$ cat src/rtl/stage3_pkg.sv
// Shared types and constants for the writeback stage (pipe_stage3_wb and its FIFO).
// Latency: n/a (types and constants only).
// Backpressure: n/a.
package stage3_pkg;

    // Default "no center matched" sentinel; equals the vector count.
    localparam int N_SENTINEL      = 4096;
    // Default capacity of the center table.
    localparam int MAX_CENTERS_DEF = 256;
    // Field width inside a buffered entry. Operand and address parameters of the
    // top must stay below this; unused upper bits are constant zero.
    localparam int ENTRY_W         = 32;
    // Upstream stage number during which match results are presented.
    localparam logic [2:0] RESULT_STAGE = 3'd6;

    typedef enum logic [1:0] {
        IDLE,
        COLLECT,
        DRAIN,
        DONE
    } wb_state_e;

    typedef struct packed {
        logic [ENTRY_W-1:0] addr;
        logic [ENTRY_W-1:0] resolved_id;
        logic [ENTRY_W-1:0] dnorm;
    } wb_entry_t;

endpackage

$ cat src/rtl/stage3_fifo.sv
// Synchronous FIFO of wb_entry_t with a registered head (first-word fall-through).
// Latency: an entry pushed at edge k is visible on head from cycle k+1.
// Backpressure: holds DEPTH-1 entries; pushes while full are refused, even alongside a pop.
//
// Ports: clk, rst (async, active-high), push/push_data, pop, head, full, empty, count.
module stage3_fifo
    import stage3_pkg::*;
#(
    parameter int DEPTH = 8
) (
    input  logic                     clk,
    input  logic                     rst,
    input  logic                     push,
    input  wb_entry_t                push_data,
    input  logic                     pop,
    output wb_entry_t                head,
    output logic                     full,
    output logic                     empty,
    output logic [$clog2(DEPTH)-1:0] count
);

    localparam int PTR_W = $clog2(DEPTH);

    wb_entry_t        mem [DEPTH];
    logic [PTR_W-1:0] wr_ptr;
    logic [PTR_W-1:0] rd_ptr;
    logic             do_push;
    logic             do_pop;

    // Pointers carry no wrap bit, so one slot always stays free: the occupancy
    // is the plain modular pointer difference and tops out at DEPTH-1.
    assign count   = wr_ptr - rd_ptr;
    assign empty   = (wr_ptr == rd_ptr);
    assign full    = (count == PTR_W'(DEPTH - 1));
    assign do_push = push && !full;
    assign do_pop  = pop && !empty;
    assign head    = mem[rd_ptr];

    always_ff @(posedge clk or posedge rst) begin
        if (rst) begin
            wr_ptr <= '0;
            rd_ptr <= '0;
            for (int i = 0; i < DEPTH; i++) begin
                mem[i] <= '0;
            end
        end else begin
            if (do_push) begin
                mem[wr_ptr] <= push_data;
                wr_ptr      <= wr_ptr + PTR_W'(1);
            end
            if (do_pop) begin
                rd_ptr <= rd_ptr + PTR_W'(1);
            end
        end
    end

endmodule

$ cat src/rtl/pipe_stage3_wb.sv
// Writeback stage: resolves "no match" sentinels into new center ids, buffers results, writes them to SRAM.
// Latency: entry accepted at edge k drives wr_valid_o from cycle k+1; one entry per cycle with ready high.
// Backpressure: stall_o when the FIFO holds DEPTH-1 entries or while draining; wr_valid_o never depends on wr_ready_i.
//
// Ports: CLK_i/RST_i (async active-high); upstream stage_i, finished_i, valid_i, center_id_i, dnorm_i, stall_o;
// SRAM wr_valid_o/wr_ready_i/wr_addr_o/wr_data_o; status center_cnt_o, overflow_o (sticky), done_o (level).
// Optional macro PIPE_STAGE3_PERF_EN adds stall_cycles_o (COLLECT cycles stalled) and drop_cnt_o (saturating).
module pipe_stage3_wb
    import stage3_pkg::*;
#(
    parameter int N           = N_SENTINEL,
    parameter int WIDTH       = 16,
    parameter int DEPTH       = 8,
    parameter int ADDR_W      = 12,
    parameter int MAX_CENTERS = MAX_CENTERS_DEF
) (
    input  logic                 CLK_i,
    input  logic                 RST_i,
    input  logic [2:0]           stage_i,
    input  logic                 finished_i,
    input  logic                 valid_i,
    input  logic [WIDTH-1:0]     center_id_i,
    input  logic [WIDTH-1:0]     dnorm_i,
    output logic                 stall_o,
    output logic                 wr_valid_o,
    input  logic                 wr_ready_i,
    output logic [ADDR_W-1:0]    wr_addr_o,
    output logic [2*WIDTH-1:0]   wr_data_o,
    output logic [WIDTH-1:0]     center_cnt_o,
    output logic                 overflow_o,
    output logic                 done_o
`ifdef PIPE_STAGE3_PERF_EN
    ,
    output logic [31:0]          stall_cycles_o,
    output logic [15:0]          drop_cnt_o
`endif
);

    localparam int CNT_W = $clog2(DEPTH);

    wb_state_e         state;
    wb_state_e         state_nxt;
    logic [ADDR_W-1:0] vec_idx;
    logic [WIDTH-1:0]  center_cnt;
    logic              overflow;

    wb_entry_t         push_entry;
    wb_entry_t         head;
    logic              fifo_full;
    logic              fifo_empty;
    logic [CNT_W-1:0]  fifo_count;

    logic              in_stage;
    logic              open;
    logic              accept;
    logic              is_sentinel;
    logic              room;
    logic              wr_fire;
    logic              unused_head_bits;

    assign in_stage    = (stage_i == RESULT_STAGE);
    // IDLE also accepts: the first stage-6 cycle may already carry a result.
    assign open        = (state == COLLECT) || ((state == IDLE) && in_stage);
    assign accept      = open && valid_i && in_stage && !fifo_full;
    assign is_sentinel = (center_id_i == WIDTH'(N));
    assign room        = (center_cnt < WIDTH'(MAX_CENTERS));
    assign wr_fire     = !fifo_empty && wr_ready_i;

    // Sentinel resolution. When the table is full the sentinel passes through
    // unchanged, which is exactly center_id_i in that branch.
    always_comb begin
        push_entry       = '0;
        push_entry.addr  = ENTRY_W'(vec_idx);
        push_entry.dnorm = ENTRY_W'(dnorm_i);
        if (is_sentinel && room) begin
            push_entry.resolved_id = ENTRY_W'(center_cnt);
        end else begin
            push_entry.resolved_id = ENTRY_W'(center_id_i);
        end
    end

    stage3_fifo #(
        .DEPTH (DEPTH)
    ) u_fifo (
        .clk       (CLK_i),
        .rst       (RST_i),
        .push      (accept),
        .push_data (push_entry),
        .pop       (wr_fire),
        .head      (head),
        .full      (fifo_full),
        .empty     (fifo_empty),
        .count     (fifo_count)
    );

    always_ff @(posedge CLK_i or posedge RST_i) begin
        if (RST_i) begin
            state      <= IDLE;
            vec_idx    <= '0;
            center_cnt <= '0;
            overflow   <= 1'b0;
        end else begin
            state <= state_nxt;
            if (accept) begin
                vec_idx <= vec_idx + ADDR_W'(1);
                if (is_sentinel) begin
                    if (room) begin
                        center_cnt <= center_cnt + WIDTH'(1);
                    end else begin
                        overflow <= 1'b1;
                    end
                end
            end
        end
    end

    always_comb begin
        state_nxt = state;
        case (state)
            IDLE: begin
                if (finished_i) begin
                    state_nxt = DRAIN;
                end else if (in_stage) begin
                    state_nxt = COLLECT;
                end
            end
            COLLECT: begin
                if (finished_i) begin
                    state_nxt = DRAIN;
                end
            end
            DRAIN: begin
                // Leave on the edge that retires the last entry so done_o
                // rises the cycle right after the final handshake.
                if (fifo_empty || ((fifo_count == CNT_W'(1)) && wr_fire)) begin
                    state_nxt = DONE;
                end
            end
            DONE: begin
                state_nxt = DONE;
            end
            default: begin
                state_nxt = IDLE;
            end
        endcase
    end

    assign stall_o      = (fifo_count >= CNT_W'(DEPTH - 1)) || (state == DRAIN);
    assign wr_valid_o   = !fifo_empty;
    assign wr_addr_o    = head.addr[ADDR_W-1:0];
    assign wr_data_o    = {head.resolved_id[WIDTH-1:0], head.dnorm[WIDTH-1:0]};
    assign center_cnt_o = center_cnt;
    assign overflow_o   = overflow;
    assign done_o       = (state == DONE);

    // Upper entry bits are always zero; fold them so they are not left dangling.
    assign unused_head_bits = ^{head.addr[ENTRY_W-1:ADDR_W],
                                head.resolved_id[ENTRY_W-1:WIDTH],
                                head.dnorm[ENTRY_W-1:WIDTH]};

`ifdef PIPE_STAGE3_PERF_EN
    logic        drop;
    logic [31:0] stall_cycles;
    logic [15:0] drop_cnt;

    assign drop = open && valid_i && in_stage && fifo_full;

    always_ff @(posedge CLK_i or posedge RST_i) begin
        if (RST_i) begin
            stall_cycles <= '0;
            drop_cnt     <= '0;
        end else begin
            if ((state == COLLECT) && stall_o) begin
                stall_cycles <= stall_cycles + 32'd1;
            end
            if (drop && (drop_cnt != 16'hFFFF)) begin
                drop_cnt <= drop_cnt + 16'd1;
            end
        end
    end

    assign stall_cycles_o = stall_cycles;
    assign drop_cnt_o     = drop_cnt;
`endif

endmodule

$ cat config.mk
export PLATFORM = sky130hd
export DESIGN_NAME = pipe_stage3_wb
export DESIGN_NICKNAME = d
export VERILOG_FILES = /design/src/rtl/stage3_pkg.sv /design/src/rtl/stage3_fifo.sv /design/src/rtl/pipe_stage3_wb.sv
export SDC_FILE = /design/constraint.sdc
export NUM_CORES = 1
export LEC_CHECK = 0
export CORE_MARGIN = 3
export CORE_UTILIZATION = 35
export CTS_BUF_LIST = sky130_fd_sc_hd__clkbuf_8
export DETAILED_ROUTE_END_ITERATION = 7
export PLACE_DENSITY_LB_ADDON = 0.12
export SLEW_MARGIN = 20
export SYNTH_ARGS = -nofsm -noshare
export SYNTH_HDL_FRONTEND = slang
export SYNTH_SLANG_ARGS = --single-unit
$ cat constraint.sdc
create_clock -name CLK_i -period 41.5 [get_ports CLK_i]
set_clock_uncertainty 0.2 [all_clocks]
set_input_delay 10.375 -clock CLK_i [delete_from_list [all_inputs] [get_ports CLK_i]]
set_output_delay 10.375 -clock CLK_i [all_outputs]
set_load 0.02 [all_outputs]
### Word-level counts from Yosys, hierarchy flattened

Cells that the tools add are included.

* register bits: 805
* word-level logic and storage cells: 85

* add/sub/neg operators: 5
* magnitude comparators: 5
* eq/ne operators: 11
* multiplexer cells: 12
* bitwise logic cells: 3
* reduce and logical (&&, ||, !) cells: 19

Operators with widths (number)
* bitwise mux 768 bit: 1
* binary-select mux 96 bit (select 3 bit): 1
* demux 96 bit (select 3 bit): 1
* two-way mux 76 bit: 2
* two-way mux 96 bit: 1
* adder 16 x 1 -> 16 bit, second input constant: 1
* equality test 16 x 13 -> 1 bit, second input constant: 1
* less-than comparator 16 x 9 -> 1 bit, second input constant: 1
* two-way mux 16 bit: 1
* adder 12 x 1 -> 12 bit, second input constant: 1
* logical AND 1 bit: 10
* AND reduction 3 bit: 3
* greater-or-equal comparator 4 bit, second input constant: 2
* two-way mux 2 bit: 4
* inverter 3 -> 4 bit: 2
* one-hot mux 2 bit (4 select lines): 1
* adder 3 x 1 -> 3 bit, second input constant: 2
* equality test 3 bit, second input constant: 2
* equality test 2 bit, second input constant: 2
* less-than comparator 4 x 1 -> 1 bit, second input constant: 1
* inequality test 2 bit, second input constant: 2
* equality test 3 x 1 -> 1 bit, second input constant: 1
* equality test 3 bit: 1
* greater-or-equal comparator 3 bit, second input constant: 1
* other kinds (7): 10

### Longest topological paths before layout

* depth in word-level cells: 7
* gate-level depth with buffers: 13
* depth with buffers taken out: 9

### By module

From an unflattened synthesis, not the netlist that was laid out.

* cells, all modules: 2155
* area total of the unflattened synthesis: 36184.7 sq um

By module, submodules not included
* stage3_fifo: times used 1, cells an instance 2013, area each 34610.7 sq um, seq. area each 19368.6 sq um
* pipe_stage3_wb: times used 1, cells an instance 142, area each 1574.0 sq um, seq. area each 775.7 sq um

### Worst setup path before layout

Ideal clock, no wire load.

* path kind: register to output
* start: register u_fifo.rd_ptr[1]
* end: output stall_o
* arrival: 2491 ps
* data required time: 30925 ps
* setup slack: 28434 ps
* stages on the path, launching flop included: 8
* buffers on the path: 3
* cell sequence: dfrtp_1 -> clkbuf_1 -> buf_1 -> buf_1 -> inv_1 -> fa_1 -> xor3_1 -> o22ai_1

* cells in the longest elaborated chain, start to end: 3

RTL lines
* start, declared: line stage3_fifo.sv:26 `logic [PTR_W-1:0] rd_ptr;`
* start signal, assigned: line stage3_fifo.sv:52 `rd_ptr <= rd_ptr + PTR_W'(1);`
* subtractor 3 bit: line stage3_fifo.sv:32 `assign count = wr_ptr - rd_ptr;`
* greater-or-equal comparator 3 bit: line pipe_stage3_wb.sv:148 `assign stall_o = (fifo_count >= CNT_W'(DEPTH - 1)) || (state == DRAIN);`
* logical OR 1 bit: line pipe_stage3_wb.sv:148
* end, declared: line pipe_stage3_wb.sv:24 `output logic stall_o,`

Every way passes these cells.

### Final worst setup path

Same ends and word-level chain as after synthesis.

==> results.yml <==
yosys:
  synth.top_cells.by_area: "dfrtp_1, nand2_1, mux4_2, mux2_2, a21oi_1"
  synthesis.area_um2: 17520
  synth_largest_area_cell: "dfrtp_1"
  synth_cells: 1695
  syn_nets: 1742
  synth.top_cells.by_count: "nand2_1, dfrtp_1, mux4_2"
  ys_seq_elements: 389
  synth_cell_type_count: 45
  synth_edf_count: 0
  synthFlopType: "dfrtp_1"
  synth_async_sr_flop_share_pct: 100.0
  synthMostInstantiatedCell: "nand2_1"
  syn_avg_cell_area_um2: 10.34
  synth_seq_area_share_pct: 55.57
  ys_warn_count: 0
  synth.top_cell.area_share_pct: 55.57
global_route:
  gr-max-usage-layer: "met2"
  met2_usage_pct: 29.93
  grt_pass1_vias: 12530
  grt_pass1_wl_um: 78320
  grt_antenna_before_repair: 3
  use_met1_pct: 27.80
  met3_usage_pct: 4.237
  grt_usage_pct: 19.31
  overflow: 0
  grt_max_degree: 131
route:
  drc_errors: 0
  drt_wl_total_um: 49970
  drt.antenna.violating_nets: 0
  vias: 12170
  drtIter0Drc: 883
  firstDrtPassIters: 5
  vias_per_cell: 4.942
  drt-wirelength-per-cell_um: 20.29
layout:
  fin_nets: 1802
  syn2layout_area_growth_pct: 16.10
  fin_cells: 2463
  drive_gt1_share_pct: 16.74
power_and_ir_drop:
  switching_power_w: 0.0002440
  power.internal_w: 0.0006250
  pwr_density_cell_nw_per_um2: 42.73
  power.share.sequential_pct: 47.0
  netSwitchingFraction_pct: 28.08
  p_leak_nw: 10.27
  vdd_drop_max_mv: 0.04089
  pwr-share-comb_pct: 13.7
  clkPwrFrac_pct: 39.3
clock_network:
  cts_setup_buffers: 0
  ctsLongestPathBuffers: 3
  cts_htree_levels: 3
  cts_hold_buf: 0
  cts_sinks: 389
  cts_buffers: 71
  clkTransAtPathRegs_ns: 0.06
  cts_root_buffer: "clkbuf_8"
  cts_tree: "done"
  insertion_delay_ns: 0.61
  cts_resized: 0
critical_path:
  slowest_delay_ns: 1.08
  crit_type: "reg -> out"
  path_delay_family: "buffers and inverters"
  crit_required_ns: 30.92
  end_kind: "primary output"
  cp-start-kind: "flop"
  cp_num_buf_inv: 3
  crit_fanout: 48
  cp_slowest_cell: "dfrtp_4"
  cp.arrival_ns: 4.37
  path_cells: "buf_4, inv_1, fa_1, xor3_1, o22ai_1, clkdlybuf4s50_1"
sta:
  rsz0062_at_grt: "false"
  setup_viol_count_final: 0
  hold_viol: 0
  max_freq_mhz: 66.92
  finalMaxSlewViolations: 0
  max_slew_margin_pct: 24.85
  hold-worst-slack_ns: 0.1957
  tns_ns: 0
  period_needed_ns: 14.94
  worst_pin_slew_ns: 1.124
  min_period_over_period_pct: 36.01
floorplan:
  ioPinCount: 104
  die_area_um2: 52770
  start_util_pct: 35.64
  core_um2: 49150
  die_x_um: 229.7
  rows: 81
  die_y_um: 229.7
run_status:
  status: "completed"
placement:
  numPortBuffers: 103
  globalplace.congestion: 0.7345
  placed_cells: 2345
  post-dp-hpwl_um: 27760
worst_hold_path:
  hp-class: "reg -> reg"
job:
  drv_cap: 0
==> sequential cells by signal (all words and copies together), names as in the netlist <==
name,cells
u_fifo.rd_ptr,3
overflow_o,1
u_fifo.wr_ptr,3
u_fifo.mem,352
vec_idx,12
center_cnt_o,16
state,2
==> routing by layer <==
layer	wire, µm	up-vias
li1	-	5673
met1	23520	6126
met2	22740	297
met3	2854	72
met4	831	4
met5	23	-
==> worst register-to-register path, stage by stage (launching register included) <==
cell and delay [ns]:
dfrtp_4 1.08, buf_4 0.90, inv_1 0.25, fa_1 0.48
xor3_1 0.30, o2111a_2 0.52, nand4_1 0.84, buf_4 0.60
nand2_1 0.12, o21ai_0 0.08
==> through the flow <==
step | total power, W | util (%) | area [µm²] | setup slack, ns
after floorplan | 0.0004970 | - | 17520 | 20.11
after global placement | 0.0005384 | 38.65 | 19000 | 27.05
after detailed placement | 0.0005382 | 38.68 | 19010 | 27.10
after CTS | 0.0008881 | 41.34 | 20320 | 26.40
after global routing | 0.0009112 | 41.38 | 20340 | 26.17
final | 0.0008690 | 41.38 | 20340 | 26.56
==> area by class of cell <==
type | count | area [µm²]
fillers | 4768 | 28820
flip-flops and latches | 389 | 9743
multi-input cells | 1157 | 7177
repair buffers | 127 | 1235
clock buffers | 87 | 1197
well taps | 664 | 830.8
clock inverters | 29 | 111.4
inverters | 9 | 41.29
diodes | 1 | 2.502
==> cells by family after synthesis <==
logic type	after synthesis	synth area share, %
adders and majority gates	7	0.5428
xor gates and xnor gates	24	1.286
muxes	170	16.58
DFF	389	55.57
and+or+nand+nor	857	19.32
AOI/OAI and AO/OA	99	2.971
buffers and inverters	149	3.735
==> power groups by stage <==
stage | clock (W) | sequential, W | combinational (W)
6_report | 0.000342 | 0.000408 | 0.000119
5_1_grt | 0.000373 | 0.000411 | 0.000127
4_1_cts | 0.000356 | 0.000410 | 0.000122
3_5_place_dp | 0 | 0.000417 | 0.000122
3_3_place_gp | 0 | 0.000416 | 0.000122
2_1_floorplan | 0 | 0.000390 | 0.000107
==> layout by cell type, fill, tap and decap left out, types with 2 or more instances in the layout <==
cell type / instances
dfrtp_4: 2
mux2_2: 76
ha_1: 6
nand3_1: 11
nor3_4: 3
buf_4: 21
mux4_2: 88
and2_1: 2
clkdlybuf4s50_1: 103
nand3_2: 2
o21ai_0: 19
and3_1: 3
inv_1: 34
clkinv_2: 2
xnor2_1: 19
nand2b_1: 2
nor3_1: 2
xor2_1: 4
nor3_2: 4
a21oi_1: 73
nand4_1: 9
nand2_1: 732
mux2_1: 5
nor2_1: 71
dfrtp_1: 386
nor4_1: 5
clkbuf_8: 87
==> path summary, 6_finish.rpt <==
| path | from | end | slack (ns) | cells past startpoint |
|---|---|---|---|---|
| max | u_fifo.rd_ptr[1] | stall_o | 26.56 | 6 |
| min | center_cnt_o[10] | center_cnt_o[10] | 0.20 | 0 |
| max reg2reg | u_fifo.rd_ptr[1] | u_fifo.mem[524] | 35.97 | 9 |
| min reg2reg | center_cnt_o[10] | center_cnt_o[10] | 0.20 | 0 |
| max in group asynchronous | RST_i | u_fifo.rd_ptr[0] | 29.27 | 3 |
| min in group asynchronous | RST_i | u_fifo.mem[617] | 10.20 | 2 |
(Power assumes the default switching activity.)
